==> config.mk <==
export PLATFORM = sky130hd
export DESIGN_NAME = uart_bus_bridge
export DESIGN_NICKNAME = d
export VERILOG_FILES = /design/src/rtl/uart_bus_bridge.sv
export SDC_FILE = /design/constraint.sdc
export NUM_CORES = 1
export LEC_CHECK = 0
export ABC_AREA = 1
export BUFFER_PORTS_ARGS = -buffer_cell sky130_fd_sc_hd__buf_2
export CAP_MARGIN = 20
export CORE_MARGIN = 2
export CORE_UTILIZATION = 45
export CTS_CLUSTER_DIAMETER = 80
export DETAILED_ROUTE_END_ITERATION = 10
export PLACE_DENSITY = 0.71
export SYNTH_ARGS = -nofsm -noshare
export SYNTH_HDL_FRONTEND = slang
export SYNTH_SLANG_ARGS = --single-unit
==> constraint.sdc <==
create_clock -name i_clk -period 1.7 [get_ports i_clk]
set_clock_uncertainty 0.1 [all_clocks]
set_input_delay 0.085 -clock i_clk [delete_from_list [all_inputs] [get_ports i_clk]]
set_output_delay 0.085 -clock i_clk [all_outputs]
set_load 0.02 [all_outputs]
==> src/rtl/uart_bus_bridge.sv <==
// ASCII-hex UART-to-bus master: L/W/C/R commands drive a cs/we/ack bus, and read data
// goes back to the UART as lower-case hex. Covers multi-digit words, burst reads and a bus timeout.
module uart_bus_bridge #(
  parameter int ADDR_W  = 16,
  parameter int DATA_W  = 8,
  parameter int TIMEOUT = 255
) (
  input  logic              i_clk,
  input  logic              i_reset,
  output logic              o_cs,
  output logic              o_we,
  output logic [ADDR_W-1:0] o_addr,
  output logic [DATA_W-1:0] o_dat,
  input  logic [DATA_W-1:0] i_dat,
  input  logic              i_ack,
  input  logic              i_rx_valid,
  input  logic [7:0]        i_rx_dat,
  output logic              o_tx_valid,
  output logic [7:0]        o_tx_dat,
  input  logic              i_tx_ready,
  output logic              o_busy,
  output logic              o_overrun,
  output logic [2:0]        dbg_state
);
  // Handshakes: a tx byte transfers on any edge where o_tx_valid && i_tx_ready.
  // o_tx_valid and o_tx_dat hold until then. An rx byte is a one-cycle i_rx_valid pulse
  // with no back-pressure, and a bus cycle completes on the edge where o_cs && i_ack.
  typedef enum logic [2:0] {IDLE, ADDR, WDATA, CNT, WBUS, RBUS, TXHEX, TXERR} state_t;

  localparam int A_DIG = ADDR_W / 4;
  localparam int D_DIG = DATA_W / 4;
  localparam int MX_W  = (ADDR_W > DATA_W) ? ADDR_W : DATA_W;
  localparam int SH_W  = (MX_W > 8) ? MX_W : 8;
  localparam int DC_W  = $clog2(SH_W / 4 + 1);
  localparam int NC_W  = (D_DIG > 1) ? $clog2(D_DIG) : 1;
  localparam int TO_W  = (TIMEOUT > 1) ? $clog2(TIMEOUT) : 1;
  localparam logic [TO_W-1:0] TO_LAST = TO_W'((TIMEOUT > 0) ? TIMEOUT - 1 : 0);
  localparam logic [NC_W-1:0] NC_LAST = NC_W'(D_DIG - 1);

  state_t            state;
  logic [SH_W-1:0]   shadow;
  logic [SH_W-1:0]   shifted;
  logic [DC_W-1:0]   dcnt;
  logic [DC_W-1:0]   dig_tgt;
  logic [7:0]        cnt;
  logic [7:0]        left;
  logic [TO_W-1:0]   tcnt;
  logic [DATA_W-1:0] rdata;
  logic [NC_W-1:0]   nidx;
  logic [4:0]        dec;
  logic              rx;
  logic              is_cmd;
  logic              dig_last;

  // Returns {valid, nibble}; accepts 0-9, a-f and A-F.
  function automatic logic [4:0] hex_dec(input logic [7:0] c);
    if (c >= 8'h30 && c <= 8'h39) return {1'b1, c[3:0]};
    else if ((c >= 8'h61 && c <= 8'h66) || (c >= 8'h41 && c <= 8'h46)) return {1'b1, c[3:0] + 4'd9};
    else return 5'd0;
  endfunction

  function automatic logic [7:0] hex_enc(input logic [3:0] n);
    return (n < 4'd10) ? 8'h30 + {4'h0, n} : 8'h57 + {4'h0, n};
  endfunction

  assign o_busy    = !(state inside {IDLE, ADDR, WDATA, CNT});
  assign dbg_state = state;

  always_comb begin
    dec      = hex_dec(i_rx_dat);
    shifted  = {shadow[SH_W-5:0], dec[3:0]};
    rx       = i_rx_valid && !o_busy;
    is_cmd   = i_rx_dat inside {8'h4c, 8'h57, 8'h43, 8'h52};
    dig_tgt  = DC_W'(1);
    if (state == ADDR) dig_tgt = DC_W'(A_DIG - 1);
    else if (state == WDATA) dig_tgt = DC_W'(D_DIG - 1);
    dig_last = (dcnt == dig_tgt);
  end

  always_ff @(posedge i_clk) begin
    if (i_reset) begin
      state      <= IDLE;
      o_cs       <= 1'b0;
      o_we       <= 1'b0;
      o_addr     <= '0;
      o_dat      <= '0;
      o_tx_valid <= 1'b0;
      o_tx_dat   <= '0;
      o_overrun  <= 1'b0;
      shadow     <= '0;
      dcnt       <= '0;
      cnt        <= '0;
      left       <= '0;
      tcnt       <= '0;
      rdata      <= '0;
      nidx       <= '0;
    end else begin
      if (i_rx_valid && o_busy) o_overrun <= 1'b1;
      case (state)
        IDLE, ADDR, WDATA, CNT: begin
          if (rx) begin
            if (is_cmd) begin
              shadow <= '0;
              dcnt   <= '0;
              case (i_rx_dat)
                8'h4c:   state <= ADDR;
                8'h57:   state <= WDATA;
                8'h43:   state <= CNT;
                default: begin
                  state <= RBUS;
                  o_cs  <= 1'b1;
                  o_we  <= 1'b0;
                  tcnt  <= '0;
                  left  <= cnt;
                end
              endcase
            end else if (!dec[4]) begin
              state      <= TXERR;
              dcnt       <= '0;
              o_tx_valid <= 1'b1;
              o_tx_dat   <= 8'h3f;
            end else if (state != IDLE) begin
              // Digits in IDLE belong to no command and are ignored.
              shadow <= shifted;
              if (!dig_last) begin
                dcnt <= dcnt + DC_W'(1);
              end else begin
                dcnt <= '0;
                case (state)
                  ADDR: begin
                    o_addr <= shifted[ADDR_W-1:0];
                    state  <= IDLE;
                  end
                  CNT: begin
                    cnt   <= shifted[7:0];
                    state <= IDLE;
                  end
                  default: begin
                    o_dat <= shifted[DATA_W-1:0];
                    o_cs  <= 1'b1;
                    o_we  <= 1'b1;
                    tcnt  <= '0;
                    state <= WBUS;
                  end
                endcase
              end
            end
          end
        end
        WBUS, RBUS: begin
          if (i_ack) begin
            o_cs   <= 1'b0;
            o_we   <= 1'b0;
            o_addr <= o_addr + ADDR_W'(1);
            if (state == WBUS) begin
              state <= WDATA;
              dcnt  <= '0;
            end else begin
              state      <= TXHEX;
              rdata      <= i_dat << 4;
              nidx       <= '0;
              o_tx_valid <= 1'b1;
              o_tx_dat   <= hex_enc(i_dat[DATA_W-1 -: 4]);
            end
          end else if (TIMEOUT != 0 && tcnt == TO_LAST) begin
            o_cs       <= 1'b0;
            o_we       <= 1'b0;
            state      <= TXERR;
            o_tx_valid <= 1'b1;
            o_tx_dat   <= 8'h21;
          end else begin
            tcnt <= tcnt + TO_W'(1);
          end
        end
        TXHEX: begin
          if (i_tx_ready) begin
            if (nidx == NC_LAST) begin
              o_tx_valid <= 1'b0;
              if (left == 8'd0) begin
                state <= IDLE;
              end else begin
                left  <= left - 8'd1;
                state <= RBUS;
                o_cs  <= 1'b1;
                o_we  <= 1'b0;
                tcnt  <= '0;
              end
            end else begin
              nidx     <= nidx + NC_W'(1);
              o_tx_dat <= hex_enc(rdata[DATA_W-1 -: 4]);
              rdata    <= rdata << 4;
            end
          end
        end
        TXERR: begin
          if (i_tx_ready) begin
            o_tx_valid <= 1'b0;
            state      <= IDLE;
          end
        end
      endcase
    end
  end
endmodule

**Word level (Yosys, flattened, before mapping)**

Index checks and enable logic that the tools add are counted.

- Register bits after elaboration: 87
- Logic and storage cells: 219
- Input port bits: 21
- Output and inout bits: 40

- Reduce and logical (&&, ||, !) cells: 35
- Add/sub/neg operators: 10
- Multiplexer cells: 108
- Eq/ne operators: 41
- Order comparisons: 8
- Bitwise gates (word level): 2

Operator list:

| operator | count |
|---|---|
| two-way mux 8 bit | 32 |
| two-way mux 16 bit | 7 |
| two-way mux 3 bit | 20 |
| one-hot mux 8 bit (3 select lines) | 2 |
| != test 2 bit, second input constant | 19 |
| two-way mux 12 bit | 3 |
| equality test 8 x 7 -> 1 bit, second input constant | 4 |
| one-hot mux 16 bit (2 select lines) | 1 |
| one-hot mux 8 bit (2 select lines) | 2 |
| two-way mux 1 bit | 31 |
| AND reduction 7 bit | 4 |
| AND reduction 8 bit | 3 |
| != test 3 bit, second input constant | 7 |
| adder 16 x 1 -> 16 bit, second input constant | 1 |
| adder 7 x 4 -> 8 bit, first input constant | 2 |
| greater-or-equal comparator 8 x 7 -> 1 bit, second input constant | 2 |
| less-or-equal comparator 8 x 7 -> 1 bit, second input constant | 2 |
| adder 6 x 4 -> 7 bit, first input constant | 2 |
| equality test 3 bit, second input constant | 4 |
| one-hot mux 3 bit (4 select lines) | 1 |
| AND reduction 12 bit | 1 |
| AND reduction 11 bit | 1 |
| two-way mux 5 bit | 2 |
| AND reduction 5 bit | 2 |
| other kinds (32) | 49 |

**Longest topological paths before layout**

- Word-level depth: 12
- Mapped depth: 15
- Mapped depth without buffers: 14

**Worst setup path before layout**

Ideal clock, no wire load.

- Kind: register to register
- Start point: register state[2], in the netlist dbg_state[2]
- End point: register o_addr[2]
- Slack: -0.139 ns
- Arrival: 1.623 ns
- Path buffers: 2
- Library setup time: 0.116 ns
- Stages on the path, launching flop included: 12
- Clock period less this slack: 1.839 ns
- Required time: 1.484 ns
- Path through: dfxtp_1 buf_4 inv_4 nand2_1 inv_1 nand3_1 nand3_1 a21oi_1 nand2_4 buf_2 a21oi_1 nor2_1

- Word-level cells in the longest chain between the ends: 5
- Elaborated cells on any way between the ends: 23
- Classes of those cells: eq/ne: 13; mux: 2; reduce/logical: 8

RTL lines:

| element | RTL line | RTL |
|---|---|---|
| start: declaration | 40 | `state_t state;` |
| start signal: assignment | 82 | `state <= IDLE;` |
| start signal: assignment | 106 | `8'h4c: state <= ADDR;` |
| start signal: assignment | 107 | `8'h57: state <= WDATA;` |
| equality test 3 x 1 -> 1 bit (tied with other cells) | -- |  |
| two-way mux 2 bit / nonzero test 4 bit (equally long branches) | 75, 66 |  |
| equality test 3 bit / logical AND 1 bit (equally long branches) | 77, 72 |  |
| != test 2 bit (no source line) | -- |  |
| AND reduction 8 bit (no source line) | -- |  |
| end signal: assignment | 131 | `o_addr <= shifted[ADDR_W-1:0];` |
| end signal: assignment | 154 | `o_addr <= o_addr + ADDR_W'(1);` |
| end: declaration | 12 | `output logic [ADDR_W-1:0] o_addr,` |

Parallel ways exist; a longest one is shown, timed or not.
A chain may end at the register's enable or synchronous reset.

**Worst setup path in the final report**

- Start point: register state[2], in the netlist dbg_state[2]
- End point: register left[2]

- Word-level cells in the longest chain between the ends: 5
- Elaborated cells on any way between the ends: 17
- Classes of those cells: eq/ne: 10; mux: 1; reduce/logical: 6

RTL lines:

| element | RTL line | RTL |
|---|---|---|
| equality test 3 x 1 -> 1 bit (tied with other cells) | 66, 99 |  |
| nonzero test 4 bit | 66 | `assign o_busy = !(state inside {IDLE, ADDR, WDATA, CNT});` |
| logical AND 1 bit | 72 | `rx = i_rx_valid && !o_busy;` |
| != test 2 bit (no source line) | -- |  |
| AND reduction 7 bit (no source line) | -- |  |
| end signal: assignment | 114 | `left <= cnt;` |
| end signal: assignment | 182 | `left <= left - 8'd1;` |
| end: declaration | 46 | `logic [7:0] left;` |

Parallel ways exist; a longest one is shown, timed or not.

==> metrics.yaml <==
routing:
  wl_per_cell_microns: 14.84
  first_iter_violations: 361
  viasPerCell: 5.274
  drtAntennaViolNets: 0
  vias: 5891
  drc: 0
  drt-total-wl_mm: 16.58
  first_pass_iters: 5
yosys:
  synth_largest_area_cell: "dfxtp_1"
  syn_inst: 809
  ys.flop_type: "dfxtp_1"
  syn_area_per_cell_sq_um: 6.324
  synth_cell_types: 46
  synth_seq_cells: 82
  synth_warnings: 0
  synth_top_area_share_pct: 32.09
  async_reset_ff_share_pct: 0
  synthTopCellsByArea: "dfxtp_1, nand2_1, nor2_1"
  synth_area_sq_um: 5116
  synth_fp_nets: 842
  synth_edf_count: 0
  ys_seq_area_share_pct: 32.09
cells_and_area:
  fin_area_sq_um: 7338
  n_fill_cell: 881
  layout-drive-gt1-share_pct: 34.29
  layout_common_cells: "nand2_1, nor2_1, buf_4"
  final_common_cell: "nand2_1"
  fin_nets: 1005
  final_cell_count_no_fill: 1117
  final_util_pct: 66.81
  diodes: 0
  area_growth_pct: 43.43
sta:
  layout_setup_ws_ps: -116.3
  finalSetupViolations: 44
  tns_ps: -1800
  period_share_pct: 106.8
  period_minus_slack_ps: 1816
  slew_viol_final: 0
  max_freq_mhz: 550.6
  rsz0062_at_grt: "true"
  hold_violations: 0
  maxSlewHeadroom_pct: 61.65
  worst_slew_pin_slew_ps: 571.8
worst_setup_path:
  cp.arrival_ps: 1950
  timing.rr.end: "left[2]"
  cp_data_required_time_ps: 1830
  crit_fanout: 7
  max_stage_delay_ps: 390
  path_cells: "inv_6, buf_4, nand2_2, inv_1, nor2_4, nand2_2, nor2_4, nand2_4, buf_12, o21ai_1, a21oi_1"
  critPathSlowestCell: "dfxtp_4"
  r2r_setup_slack_ps: -120
  end_kind: "flop"
  reg2reg_depth: 11
  r2r_start: "dbg_state[2]"
  startpoint_type: "flop"
  critPathKind: "flop to flop"
power_and_ir_drop:
  seq_power_share_pct: 31.3
  combPwrFrac_pct: 39.1
  p_int_mw: 4.587
  power_density_nw_per_um2: 991.4
  p_leak_nw: 3.385
  switching_share_pct: 36.95
  ir_worst_vdd_uv: 777.7
  power_mw: 7.275
  p_sw_mw: 2.688
  p_clk_share_pct: 29.6
grt:
  use_met1_pct: 29.17
  grt-ovfl-total: 0
  grtUsageMet2_pct: 41.88
  grt_pass1_vias: 5341
  grt_max_degree: 54
  track_usage_pct: 23.82
  antenna_found_initial: 0
  use_met3_pct: 3.952
  busiest_layer: "met2"
  grt_pass1_wl_mm: 24.37
placement:
  placedCellCount: 1075
  port_buffers: 59
  dp_hpwl_mm: 10.16
  place_area_sq_um: 6231
  gp_congestion: 0.8788
flow_run:
  maxCapViolCount: 0
die:
  die_h_microns: 110.6
  start_util_pct: 46.58
  rows: 38
  core_area_sq_um: 10980
  dieArea_sq_um: 12240
  die_w_microns: 110.6
  num_io_pins: 61
clocking:
  cts.sinks: 82
  htreeDepth: 3
  cts_made_buffers: 9
  cts.reportedPaths.clkPinSlew_ps: 60
  clk_latency_ps: 340
  cts_tree: "yes"
  clock_path_buffers: 2
  clockRootBuffer: "clkbuf_16"
run_status:
  violations: "setup timing"
  status: "finished with violations"
hold_path:
  whs_path_depth: 4
  whs_endpoint: "o_tx_dat[5]"
  min_path_type: "input pin to flop"
  hp-start: "i_ack"
[layer usage]
metal / wire length (microns) / vias up
met5: 0 / -
met4: 582 / 0
met3: 767 / 51
met2: 8199 / 215
met1: 7026 / 2711
li1: - / 2914
[stage by stage]
step	hold WS, ps	worst slack (ps)
CTS	50.76	-16.13
finish	83.22	-116.3
global placement	239.4	-186.3
detailed placement	239.7	-236.9
global route	98.92	-226.5
floorplan	128.2	1.874
[sequential cells by signal, summed over array words and instances, names as in the netlist, 3 cells and up]
register	count
shadow	12
dcnt	3
o_dat	8
cnt	8
tcnt	8
dbg_state	3
o_addr	16
rdata	4
o_tx_dat	7
left	8
[power by group through the flow]
stage	clock, mW	combinational, mW	sequential (mW)
final	2.15	2.85	2.28
after global routing	2.26	3.06	2.29
after CTS	2.16	2.35	2.25
after detailed placement	0	2.15	2.27
after global placement	0	2.13	2.28
after floorplan	0	1.27	2.35
[cell type report]
cell class	count	area, sq um	share of cell area, %
inverter	100	400.4	5.456
tap	140	175.2	2.387
clock buffer	12	246.5	3.359
clock inverter	4	73.82	1.006
multi-input combinational	601	3403	46.38
sequential	82	1660	22.63
timing repair buffer	178	1379	18.79
[worst max path at each step]
stage	from	to	slack, ps
global route	tcnt[1]	tcnt[7]	-230
detailed placement	i_rx_dat[0]	shadow[2]	-240
floorplan	dbg_state[2]	cnt[7]	2
CTS	dbg_state[2]	tcnt[1]	-20
finish	dbg_state[2]	left[2]	-120
global placement	i_rx_dat[1]	shadow[3]	-190
[Yosys cell counts (4+ instances only)]
library cell  number
a21oi_1           62
buf_2              5
buf_4              4
clkbuf_1          13
dfxtp_1           82
ha_1              12
inv_1             94
inv_2              4
nand2_1          211
nand2_2            7
nand2_4            4
nand3_1           40
nand3b_1           6
nand4_1            9
nor2_1           117
nor2_2             7
nor2_4             4
nor3_1            15
o21ai_0           66
xnor2_1            5
xor2_1             5
[kinds of logic after synthesis]
kind of cell / count (synthesis) / synth area share, %
xor gates and xnor gates: 10 / 1.712
and+or+nand+nor: 431 / 37.44
adders and majority gates: 12 / 2.935
other: 1 / 0.07330
AOI/OAI and AO/OA: 145 / 15.14
DFF: 82 / 32.09
buffers and inverters: 128 / 10.61
[repair_timing]
action,4_1_cts,5_1_grt
buffers inserted,5,11
hold endpoints to repair,5,0
gates resized for setup,42,131
hold buffers,5,0
cloned,2,3
setup endpoints to repair,48,81
pin swaps,20,30
[critical path, delay by kind of cell, from the launching register on]
| family | cells | cell delay (ps) |
|---|---|---|
| compound gates | 2 | 250 |
| buf+inv | 4 | 450 |
| flops | 1 | 390 |
| simple gates | 5 | 530 |
Power figures use the tool's default switching activity.
